===== config.mk =====
export PLATFORM = sky130hd
export DESIGN_NAME = mips_mc_controller
export DESIGN_NICKNAME = d
export VERILOG_FILES = /design/src/rtl/mips_mc_controller_pkg.sv /design/src/rtl/mips_aludec.sv /design/src/rtl/mips_mc_controller.sv
export SDC_FILE = /design/constraint.sdc
export NUM_CORES = 1
export LEC_CHECK = 0
export ABC_CLOCK_PERIOD_IN_PS = 1800
export BUFFER_PORTS_ARGS = -buffer_cell sky130_fd_sc_hd__buf_2
export CORE_ASPECT_RATIO = 1.4
export CORE_MARGIN = 5
export CORE_UTILIZATION = 29
export CTS_BUF_LIST = sky130_fd_sc_hd__clkbuf_4 sky130_fd_sc_hd__clkbuf_8 sky130_fd_sc_hd__clkbuf_16
export DETAILED_ROUTE_END_ITERATION = 8
export PLACE_DENSITY = 0.6
export SETUP_SLACK_MARGIN = 0.3
export SLEW_MARGIN = 20
export SYNTH_ARGS = -nofsm -noshare
export SYNTH_HDL_FRONTEND = slang
export SYNTH_SLANG_ARGS = --single-unit

===== constraint.sdc =====
create_clock -name clk -period 1.8 [get_ports clk]
set_input_delay 0.18 -clock clk [delete_from_list [all_inputs] [get_ports clk]]
set_output_delay 0.18 -clock clk [all_outputs]
set_load 0.005 [all_outputs]

===== src/rtl/mips_mc_controller_pkg.sv =====
// -----------------------------------------------------------------------------
// mips_mc_controller_pkg
// Shared declarations for the MIPS control units:
//   - opcode_t / funct_t : instruction field encodings
//   - state_t            : multicycle controller FSM states (4-bit)
//   - aluop_t            : coarse ALU operation handed to the ALU decoder
//   - ALU_*              : 3-bit alucontrol encodings
//   - REGDST_*/MEMTOREG_*/ALUSRCB_*/PCSRC_* : datapath mux selects
//   - ctrl_t             : bundle of registered Moore control outputs
//   - op_supported()     : opcodes the multicycle controller can sequence
// -----------------------------------------------------------------------------
package mips_mc_controller_pkg;

  typedef enum logic [5:0] {
    OP_RTYPE  = 6'd0,
    OP_BLTGEZ = 6'd1,
    OP_J      = 6'd2,
    OP_JAL    = 6'd3,
    OP_BEQ    = 6'd4,
    OP_BNE    = 6'd5,
    OP_ADDI   = 6'd8,
    OP_ORI    = 6'd13,
    OP_LW     = 6'd35,
    OP_SW     = 6'd43
  } opcode_t;

  typedef enum logic [5:0] {
    FN_ADD = 6'd32,
    FN_SUB = 6'd34,
    FN_AND = 6'd36,
    FN_OR  = 6'd37,
    FN_XOR = 6'd38,
    FN_NOR = 6'd39,
    FN_SLT = 6'd42
  } funct_t;

  typedef enum logic [3:0] {
    S_FETCH  = 4'd0,
    S_DECODE = 4'd1,
    S_MEMADR = 4'd2,
    S_MEMRD  = 4'd3,
    S_MEMWB  = 4'd4,
    S_MEMWR  = 4'd5,
    S_RTEX   = 4'd6,
    S_ALUWB  = 4'd7,
    S_BEQ    = 4'd8,
    S_BNE    = 4'd9,
    S_IMMEX  = 4'd10,
    S_IMMWB  = 4'd11,
    S_JUMP   = 4'd12,
    S_JAL    = 4'd13
  } state_t;

  typedef enum logic [1:0] {
    ALUOP_ADD   = 2'd0,
    ALUOP_SUB   = 2'd1,
    ALUOP_FUNCT = 2'd2,
    ALUOP_OR    = 2'd3
  } aluop_t;

  localparam logic [2:0] ALU_AND = 3'b000;
  localparam logic [2:0] ALU_OR  = 3'b001;
  localparam logic [2:0] ALU_ADD = 3'b010;
  localparam logic [2:0] ALU_XOR = 3'b100;
  localparam logic [2:0] ALU_NOR = 3'b101;
  localparam logic [2:0] ALU_SUB = 3'b110;
  localparam logic [2:0] ALU_SLT = 3'b111;

  localparam logic [1:0] REGDST_RT = 2'b00;
  localparam logic [1:0] REGDST_RD = 2'b01;
  localparam logic [1:0] REGDST_RA = 2'b10;

  localparam logic [1:0] MEMTOREG_ALUOUT = 2'b00;
  localparam logic [1:0] MEMTOREG_MDR    = 2'b01;
  localparam logic [1:0] MEMTOREG_PC     = 2'b10;

  localparam logic [1:0] ALUSRCB_B      = 2'b00;
  localparam logic [1:0] ALUSRCB_FOUR   = 2'b01;
  localparam logic [1:0] ALUSRCB_IMM    = 2'b10;
  localparam logic [1:0] ALUSRCB_IMMSH2 = 2'b11;

  localparam logic [1:0] PCSRC_ALU    = 2'b00;
  localparam logic [1:0] PCSRC_ALUOUT = 2'b01;
  localparam logic [1:0] PCSRC_JUMP   = 2'b10;

  typedef struct packed {
    logic       iord;
    logic       memwrite;
    logic       irwrite;
    logic [1:0] regdst;
    logic [1:0] memtoreg;
    logic       regwrite;
    logic       alusrca;
    logic [1:0] alusrcb;
    logic       zeroext;
    logic [1:0] pcsrc;
    logic       pcwrite;
    logic       branch;
    logic       bne_sel;
    aluop_t     aluop;
  } ctrl_t;

  // Opcodes that DECODE dispatches to an execution sequence.
  function automatic logic op_supported(opcode_t op);
    logic ok;
    case (op)
      OP_RTYPE, OP_J, OP_JAL, OP_BEQ, OP_BNE,
      OP_ADDI, OP_ORI, OP_LW, OP_SW: ok = 1'b1;
      default:                       ok = 1'b0;
    endcase
    return ok;
  endfunction

endpackage


===== src/rtl/mips_aludec.sv =====
// -----------------------------------------------------------------------------
// mips_aludec
// Combinational ALU decoder shared by the single-cycle, multicycle and
// pipelined MIPS controllers.
//   aluop_i      : coarse operation chosen by the controller
//   funct_i      : instr[5:0], consulted only when aluop_i = ALUOP_FUNCT
//   alucontrol_o : 3-bit ALU operation
// Unknown function codes fall back to ADD rather than trapping.
// -----------------------------------------------------------------------------
module mips_aludec
  import mips_mc_controller_pkg::*;
(
  input  aluop_t      aluop_i,
  input  funct_t      funct_i,
  output logic [2:0]  alucontrol_o
);

  // ALU operation from aluop, refined by funct for R-type.
  always_comb begin
    alucontrol_o = ALU_ADD;
    case (aluop_i)
      ALUOP_ADD: alucontrol_o = ALU_ADD;
      ALUOP_SUB: alucontrol_o = ALU_SUB;
      ALUOP_OR:  alucontrol_o = ALU_OR;
      ALUOP_FUNCT: begin
        case (funct_i)
          FN_ADD:  alucontrol_o = ALU_ADD;
          FN_SUB:  alucontrol_o = ALU_SUB;
          FN_AND:  alucontrol_o = ALU_AND;
          FN_OR:   alucontrol_o = ALU_OR;
          FN_XOR:  alucontrol_o = ALU_XOR;
          FN_NOR:  alucontrol_o = ALU_NOR;
          FN_SLT:  alucontrol_o = ALU_SLT;
          default: alucontrol_o = ALU_ADD;
        endcase
      end
      default: alucontrol_o = ALU_ADD;
    endcase
  end

endmodule


===== src/rtl/mips_mc_controller.sv =====
// -----------------------------------------------------------------------------
// mips_mc_controller
// Multicycle MIPS control unit. A Moore FSM sequences each instruction and
// drives the datapath enables and mux selects.
// Ports:
//   clk, reset            : rising-edge clock, async active-high reset
//   opcode, funct, zero   : instr[31:26], instr[5:0], ALU zero flag
//   pcen                  : pcwrite | (branch & (zero ^ bne_sel))
//   iord, memwrite        : memory address select / write strobe
//   irwrite               : instruction register load
//   regdst, memtoreg,
//   regwrite              : register file write port controls
//   alusrca, alusrcb,
//   zeroext, alucontrol   : ALU operand selects and operation
//   pcsrc                 : next-PC select
//   illegal_op            : one-cycle pulse after DECODE of an unsupported opcode
//   state_o               : current FSM state (debug)
// Control outputs are registered: they are computed from the next state, so
// they reflect the current state without a decode stage after the flops.
// Only alucontrol (funct in RTEX) and pcen (zero in BEQ/BNE) see live inputs.
// -----------------------------------------------------------------------------
module mips_mc_controller
  import mips_mc_controller_pkg::*;
#(
  parameter bit TRAP_ILLEGAL = 1'b1
) (
  input  logic        clk,
  input  logic        reset,
  input  opcode_t     opcode,
  input  funct_t      funct,
  input  logic        zero,
  output logic        pcen,
  output logic        iord,
  output logic        memwrite,
  output logic        irwrite,
  output logic [1:0]  regdst,
  output logic [1:0]  memtoreg,
  output logic        regwrite,
  output logic        alusrca,
  output logic [1:0]  alusrcb,
  output logic        zeroext,
  output logic [1:0]  pcsrc,
  output logic [2:0]  alucontrol,
  output logic        illegal_op,
  output logic [3:0]  state_o
);

  state_t  state_q, state_d;
  opcode_t op_q, op_d;
  ctrl_t   ctrl_q;
  logic    illegal_q, illegal_d;

  // Control values for a state. op is the opcode captured at DECODE; it
  // separates ADDI from ORI without trusting the live instruction bus.
  function automatic ctrl_t ctrl_for(state_t s, opcode_t op);
    ctrl_t c;
    c          = '0;
    c.regdst   = REGDST_RT;
    c.memtoreg = MEMTOREG_ALUOUT;
    c.alusrcb  = ALUSRCB_B;
    c.pcsrc    = PCSRC_ALU;
    c.aluop    = ALUOP_ADD;
    case (s)
      S_FETCH: begin
        c.irwrite = 1'b1;
        c.pcwrite = 1'b1;
        c.alusrcb = ALUSRCB_FOUR;
      end
      // Branch target is precomputed into ALUOut while registers are read.
      S_DECODE: c.alusrcb = ALUSRCB_IMMSH2;
      S_MEMADR: begin
        c.alusrca = 1'b1;
        c.alusrcb = ALUSRCB_IMM;
      end
      S_MEMRD: c.iord = 1'b1;
      S_MEMWB: begin
        c.memtoreg = MEMTOREG_MDR;
        c.regwrite = 1'b1;
      end
      S_MEMWR: begin
        c.iord     = 1'b1;
        c.memwrite = 1'b1;
      end
      S_RTEX: begin
        c.alusrca = 1'b1;
        c.aluop   = ALUOP_FUNCT;
      end
      S_ALUWB: begin
        c.regdst   = REGDST_RD;
        c.regwrite = 1'b1;
      end
      S_BEQ, S_BNE: begin
        c.alusrca = 1'b1;
        c.aluop   = ALUOP_SUB;
        c.branch  = 1'b1;
        c.pcsrc   = PCSRC_ALUOUT;
        c.bne_sel = (s == S_BNE);
      end
      S_IMMEX: begin
        c.alusrca = 1'b1;
        c.alusrcb = ALUSRCB_IMM;
        if (op == OP_ORI) begin
          c.aluop   = ALUOP_OR;
          c.zeroext = 1'b1;
        end else begin
          c.aluop   = ALUOP_ADD;
          c.zeroext = 1'b0;
        end
      end
      S_IMMWB: c.regwrite = 1'b1;
      S_JUMP: begin
        c.pcsrc   = PCSRC_JUMP;
        c.pcwrite = 1'b1;
      end
      // PC already holds PC+4 from FETCH, so it is the link value.
      S_JAL: begin
        c.pcsrc    = PCSRC_JUMP;
        c.pcwrite  = 1'b1;
        c.regdst   = REGDST_RA;
        c.memtoreg = MEMTOREG_PC;
        c.regwrite = 1'b1;
      end
      default: c.irwrite = 1'b0;
    endcase
    return c;
  endfunction

  // Next-state logic.
  always_comb begin
    state_d = state_q;
    case (state_q)
      S_FETCH: state_d = S_DECODE;
      S_DECODE: begin
        case (opcode)
          OP_LW, OP_SW:    state_d = S_MEMADR;
          OP_RTYPE:        state_d = S_RTEX;
          OP_BEQ:          state_d = S_BEQ;
          OP_BNE:          state_d = S_BNE;
          OP_ADDI, OP_ORI: state_d = S_IMMEX;
          OP_J:            state_d = S_JUMP;
          OP_JAL:          state_d = S_JAL;
          default:         state_d = S_FETCH;
        endcase
      end
      S_MEMADR: begin
        if (op_q == OP_LW) begin
          state_d = S_MEMRD;
        end else begin
          state_d = S_MEMWR;
        end
      end
      S_MEMRD: state_d = S_MEMWB;
      S_RTEX:  state_d = S_ALUWB;
      S_IMMEX: state_d = S_IMMWB;
      default: state_d = S_FETCH;
    endcase
  end

  // Opcode capture and illegal-opcode detection, both at DECODE.
  always_comb begin
    op_d      = op_q;
    illegal_d = 1'b0;
    if (state_q == S_DECODE) begin
      op_d      = opcode;
      illegal_d = TRAP_ILLEGAL & ~op_supported(opcode);
    end else begin
      op_d      = op_q;
      illegal_d = 1'b0;
    end
  end

  // State, held opcode and registered control outputs.
  always_ff @(posedge clk or posedge reset) begin
    if (reset) begin
      state_q   <= S_FETCH;
      op_q      <= OP_RTYPE;
      ctrl_q    <= ctrl_for(S_FETCH, OP_RTYPE);
      illegal_q <= 1'b0;
    end else begin
      state_q   <= state_d;
      op_q      <= op_d;
      ctrl_q    <= ctrl_for(state_d, op_d);
      illegal_q <= illegal_d;
    end
  end

  mips_aludec u_aludec (
    .aluop_i      (ctrl_q.aluop),
    .funct_i      (funct),
    .alucontrol_o (alucontrol)
  );

  // BNE inverts the sense of zero; outside branch states branch=0 masks it.
  assign pcen       = ctrl_q.pcwrite | (ctrl_q.branch & (zero ^ ctrl_q.bne_sel));
  assign iord       = ctrl_q.iord;
  assign memwrite   = ctrl_q.memwrite;
  assign irwrite    = ctrl_q.irwrite;
  assign regdst     = ctrl_q.regdst;
  assign memtoreg   = ctrl_q.memtoreg;
  assign regwrite   = ctrl_q.regwrite;
  assign alusrca    = ctrl_q.alusrca;
  assign alusrcb    = ctrl_q.alusrcb;
  assign zeroext    = ctrl_q.zeroext;
  assign pcsrc      = ctrl_q.pcsrc;
  assign illegal_op = illegal_q;
  assign state_o    = state_q;

endmodule

-- After elaboration in Yosys (flattened, before gate mapping)
Index checks and enable logic that the tools add are counted.
- bits in writable memories: 0
- bits in latches: 0
- bits of input ports: 15
- bits in registers: 30
- memories: 0
- output and inout bits: 23
- word-level logic and storage cells: 96
- memory bits (read-only): 0
- multiply operators: 0
- $lt $le $gt $ge: 0
- divide/modulo/power cells: 0
- equal/unequal tests: 37
- shift operators: 0
- reductions and logical operators: 14
- bitwise logic cells: 4
- add/sub/neg operators: 0
- muxes and demuxes: 24
- operators by type and width (cell ; count):
    equality test 6 bit, second input constant ; 9
    equality test 4 bit, second input constant ; 7
    case mux 4 bit (7 select lines) ; 1
    case mux 4 bit (6 select lines) ; 1
    equality test 4 x 3 -> 1 bit, second input constant ; 5
    equality test 6 x 4 -> 1 bit, second input constant ; 3
    case mux 3 bit (6 select lines) ; 1
    equality test 4 x 2 -> 1 bit, second input constant ; 4
    equality test 6 x 2 -> 1 bit, second input constant ; 2
    equality test 6 x 3 -> 1 bit, second input constant ; 2
    case mux 2 bit (2 select lines) ; 3
    case mux 2 bit (3 select lines) ; 2
    case mux 3 bit (4 select lines) ; 1
    OR reduction 2 bit ; 6
    two-way mux 1 bit ; 11
    OR reduction 9 bit ; 1
    equality test 4 x 1 -> 1 bit, second input constant ; 2
    zero test 4 bit ; 2
    zero test 6 bit ; 1
    two-way mux 6 bit ; 1
    OR reduction 5 bit ; 1
    equality test 2 bit, second input constant ; 2
    two-way mux 2 bit ; 2
    OR reduction 4 bit ; 1
    other kinds (8) ; 8

-- Longest topological paths before layout
- word-level depth: 7
- gate-level depth with buffers: 6
- depth with buffers taken out: 5

-- Modules after synthesis
Synthesis repeated with hierarchy kept, for this count alone.
- cell total of the unflattened synthesis: 134
- area total of the unflattened synthesis: 1501.4 µm²
- modules (own cells, without submodules) (module ; times used ; sequential area each (µm²) ; area an instance (µm²) ; cells each):
    mips_mc_controller ; 1 ; 754.5 ; 1422.6 ; 122
    mips_aludec ; 1 ; 0.0 ; 78.8 ; 12

-- Least setup slack after synthesis
No wires, ideal clock.
- path type: flip-flop to flip-flop
- start point: register state_q[2], in the netlist state_o[2]
- end point: register ctrl_q[1] (netlist bit)
- stages on the path, launching flop included: 7
- setup slack: 0.200 ns
- period minus slack after synthesis: 1.600 ns
- arrival time: 1.481 ns
- buffers on the path: 1
- setup time: 0.119 ns
- data required time: 1.681 ns
- cells stage by stage: dfrtp_1 -> or2_1 -> buf_6 -> nor2_4 -> a32o_2 -> nor2b_1 -> o21ba_1
- word-level cells in the longest chain between the ends: 5
- elaborated cells on any way between the ends: 16
- those cells by class: eq/ne (10); mux (4); reduce/logical (2)
- RTL lines (item ; line ; source):
    from (decl) ; mips_mc_controller.sv:48 ; state_t state_q, state_d;
    from (signal assigned) ; mips_mc_controller.sv:180 ; state_q <= state_d;
    equality test 4 bit, or another cell as far along ; mips_mc_controller.sv:131 ; case (state_q)
    case mux 4 bit (6 select lines) (*) ; mips_mc_controller.sv:131 ;
    net state_d[3] ; mips_mc_controller.sv:48 ;
    equality test 4 bit ; mips_mc_controller.sv:63 ; case (s)
    OR reduction 2 bit ; n/a ;
    case mux 2 bit (3 select lines) (*) ; mips_mc_controller.sv:63 ;
    to (signal assigned) ; mips_mc_controller.sv:177 ; ctrl_q <= ctrl_for(S_FETCH, OP_RTYPE);
    to (signal assigned) ; mips_mc_controller.sv:182 ; ctrl_q <= ctrl_for(state_d, op_d);
    to (decl) ; mips_mc_controller.sv:50 ; ctrl_t ctrl_q;
The timed path passes the listed nets; every way through them passes the cells marked *.

-- Worst setup path in the final report
- start point: register op_q[3]
- end point: register ctrl_q, in the netlist alusrcb[1]
- word-level cells in the longest chain between the ends: 6
- elaborated cells on any way between the ends: 9
- those cells by class: eq/ne (4); mux (3); reduce/logical (2)
- RTL lines (item ; line ; source):
    from (decl) ; mips_mc_controller.sv:49 ; opcode_t op_q, op_d;
    from (signal assigned) ; mips_mc_controller.sv:181 ; op_q <= op_d;
    equality test 6 bit (*) ; mips_mc_controller.sv:146 ; if (op_q == OP_LW) begin
    two-way mux 3 bit (*) ; mips_mc_controller.sv:146 ;
    case mux 4 bit (6 select lines) (*) ; mips_mc_controller.sv:131 ;
    net state_d[2] ; mips_mc_controller.sv:48 ;
    equality test 4 bit / equality test 4 x 2 -> 1 bit (equally long branches) ; mips_mc_controller.sv:63 ;
    OR reduction 2 bit (no line) ; n/a ;
    case mux 2 bit (3 select lines) (*) ; mips_mc_controller.sv:63 ;
Marks and branches as above.

==> flow_summary.toml <==
[status]
status = "finished, final reports clean"

[floorplan]
rows = 30
die_area_um2 = 6660
die_w_um = 70.4
core_um2 = 4920
num_io_pins = 38
start_util_pct = 30.1
die_h_um = 94.6

[timing]
fin_skew_ps = 6.11
min_period_ps = 1540
setup_viol = 0
slew_headroom_pct = 73.8
whs_ps = 239
fin_setup_tns_ps = 0
hold_viol = 0
rsz0062_at_grt = "true"
slew_viol_final = 0
tightest_slew_ps = 391
max_clock_freq_mhz = 651
fin_crit_sh_pct = 85.3

[worst_hold_path]
hp-class = "in -> reg"

[placed_design]
dp.cells = 234
dp.final_hpwl_um = 2390
globalplace.congestion = 0.808
io_buffers = 37

[pwr]
power_mw = 2.26
irDropWorstVdd_v = 0.000801
power_density_nw_per_um2 = 1120
p_leak_nw = 0.971

[synth]
synthTopCellsByArea = "dfrtp_1 44%, dfstp_2 5.3%, mux2_2 4.6%"
ys_warn_count = 0
seq_area_frac_synth_pct = 49.2
avgSynthCellArea_um2 = 10.7
synth_top_area_cell = "dfrtp_1"
syn_inst = 138
synth_edf_count = 0
synthFlopType = "dfrtp_1"
syn_nets = 153
async_flop_share_pct = 100
netlist_area_um2 = 1480
yosysUniqueCellTypes = 51
ys_ff_latch = 29
synth_top_area_share_pct = 43.9

[route]
drtAntennaViolNets = 0
avgViaCountPerCell = 4.64
routed_wl_um = 3330
dr.pass1.iters = 4
drc = 0
drt_iter0_drc = 26
vias = 1178
wl_per_cell_um = 13.1

[clock_network]
cts_tree = "built"
cts_buffers = 5
cts-root-buf = "clkbuf_8"
clk-insertion-delay-late_ps = 280
ctsHtreeMaxLevel = 2
path_clk_slew_ps = 60
numClockSinks = 29
ctsLongestPathBuffers = 2

[final_layout]
syn2layout_area_growth_pct = 35.9
final_util_pct = 40.9
antenna_cells = 0
final_nets = 204
layout-drive-gt1-share_pct = 54.7
layoutNonFillerInstCount = 254
fill_cells = 472

[global_route]
grt_pass1_vias = 1136
antenna_found_initial = 0
gr-usage-all-layers_pct = 10.0
grt_max_degree = 30
grt_pass1_wl_um = 5250
grt-ovfl-total = 0

[worst_setup_path]
path_class = "reg -> reg"
crit_required_ps = 2000
crit_fanout = 7
cp_data_arrival_time_ps = 1740
critPathLaunchType = "flip-flop"
cp-end-kind = "flip-flop"

[job]
cap_viol_max_count = 0
==> layer usage <==
layer	wire length (µm)	track usage, %	vias to the layer above
met5	0	0	-
met4	36	2.88	0
li1	-	-	582
met2	1680	17.7	34
met1	1380	11.3	557
met3	229	3.73	5
==> worst paths after layout <==
kind                                       from                     to  slack [ps]  cells past startpoint
setup / recovery              op_q[3]$_DFF_PP0_   alusrcb[1]$_DFF_PP0_         260                      5
hold / removal                        opcode[3]      op_q[3]$_DFF_PP0_         240                      2
setup reg to reg              op_q[3]$_DFF_PP0_   alusrcb[1]$_DFF_PP0_         260                      5
hold reg to reg            state_o[1]$_DFF_PP0_   alusrcb[1]$_DFF_PP0_         490                      1
max in group asynchronous                 reset    ctrl_q[4]$_DFF_PP1_         990                      4
min in group asynchronous                 reset  memtoreg[1]$_DFF_PP0_         500                      4
==> cells by family after synthesis <==
kind of cell,after synthesis,synth area share (%)
AND/OR/NAND/NOR,55,23.2
flip-flops,29,49.2
AO/OA/AOI/OAI,25,12.4
buffers and inverters,19,8.02
multiplexers,8,5.91
XOR/XNOR,2,1.18
==> synthesized netlist by cell type, drive strengths merged (2+ instances only) <==
cell,n
dfstp,3
nor4b,2
dfrtp,26
or4b,2
and2,2
o21a,2
or2,3
mux2i,2
nand4b,2
mux2,6
a31oi,2
nor2b,5
nand2,6
nor3,8
o21ai,4
inv,6
buf,12
a21oi,6
nand3,3
nand2b,4
nor2,11
==> power breakdown <==
part	internal, mW	switching [mW]	leakage [nW]
combinational	0.426	0.362	0.550
clock	0.341	0.223	0.0523
sequential	0.824	0.0856	0.369
==> placed cells by master, fill, tap and decap left out, drive strengths merged, types with 2 or more instances in the layout <==
| master | netlist | layout |
|---|---|---|
| mux2i | 2 | 2 |
| o21a | 2 | 2 |
| a21oi | 6 | 6 |
| nand3 | 3 | 3 |
| mux2 | 6 | 6 |
| a31oi | 2 | 2 |
| o21ai | 4 | 4 |
| nand4b | 2 | 2 |
| dfrtp | 26 | 26 |
| clkbuf | 1 | 8 |
| nor4b | 2 | 2 |
| nand2b | 4 | 4 |
| and2 | 2 | 2 |
| buf | 12 | 56 |
| nor3 | 8 | 8 |
| or2 | 3 | 3 |
| or4b | 2 | 2 |
| inv | 6 | 6 |
| nor2b | 5 | 5 |
| nor2 | 11 | 11 |
| dfstp | 3 | 3 |
| nand2 | 6 | 6 |
==> area by class of cell <==
type / instances / area, µm² / area share [%]
Clock buffer: 8 / 97.6 / 4.85
Inverter: 6 / 22.5 / 1.12
Multi-Input combinational cell: 90 / 734 / 36.5
Sequential cell: 29 / 733 / 36.4
Tap cell: 64 / 80.1 / 3.98
Timing Repair Buffer: 57 / 345 / 17.2
==> sequential cells by signal (all words and copies together) (netlist names), 2 cells and up <==
| register | cells |
|---|---|
| op_q | 6 |
| regdst | 2 |
| ctrl_q | 4 |
| alusrcb | 2 |
| memtoreg | 2 |
| pcsrc | 2 |
| state_o | 4 |
==> stage by stage <==
stage	instance area (µm²)	setup slack, ps
after floorplan	1500	219
after global placement	1730	120
after detailed placement	1730	125
after CTS	1940	263
after global routing	2010	201
final	2010	265
==> timing repair <==
| item | 4_1_cts | 5_1_grt |
|---|---|---|
| pin swaps | 6 | 9 |
| gates resized for setup | 16 | 13 |
| setup endpoints to repair | 18 | 15 |
| buffers inserted | 7 | 4 |
| endpoints found under the hold margin | 26 | 0 |
| hold buffers | 1 | 0 |
| cloned | 0 | 0 |
==> critical path: stages (launching register included) <==
cell,delay [ps]
dfrtp_1,370
or2_4,260
nor4_4,310
nor3_4,120
o31a_1,280
nor3_2,110
Power figures use the tool's default switching activity.
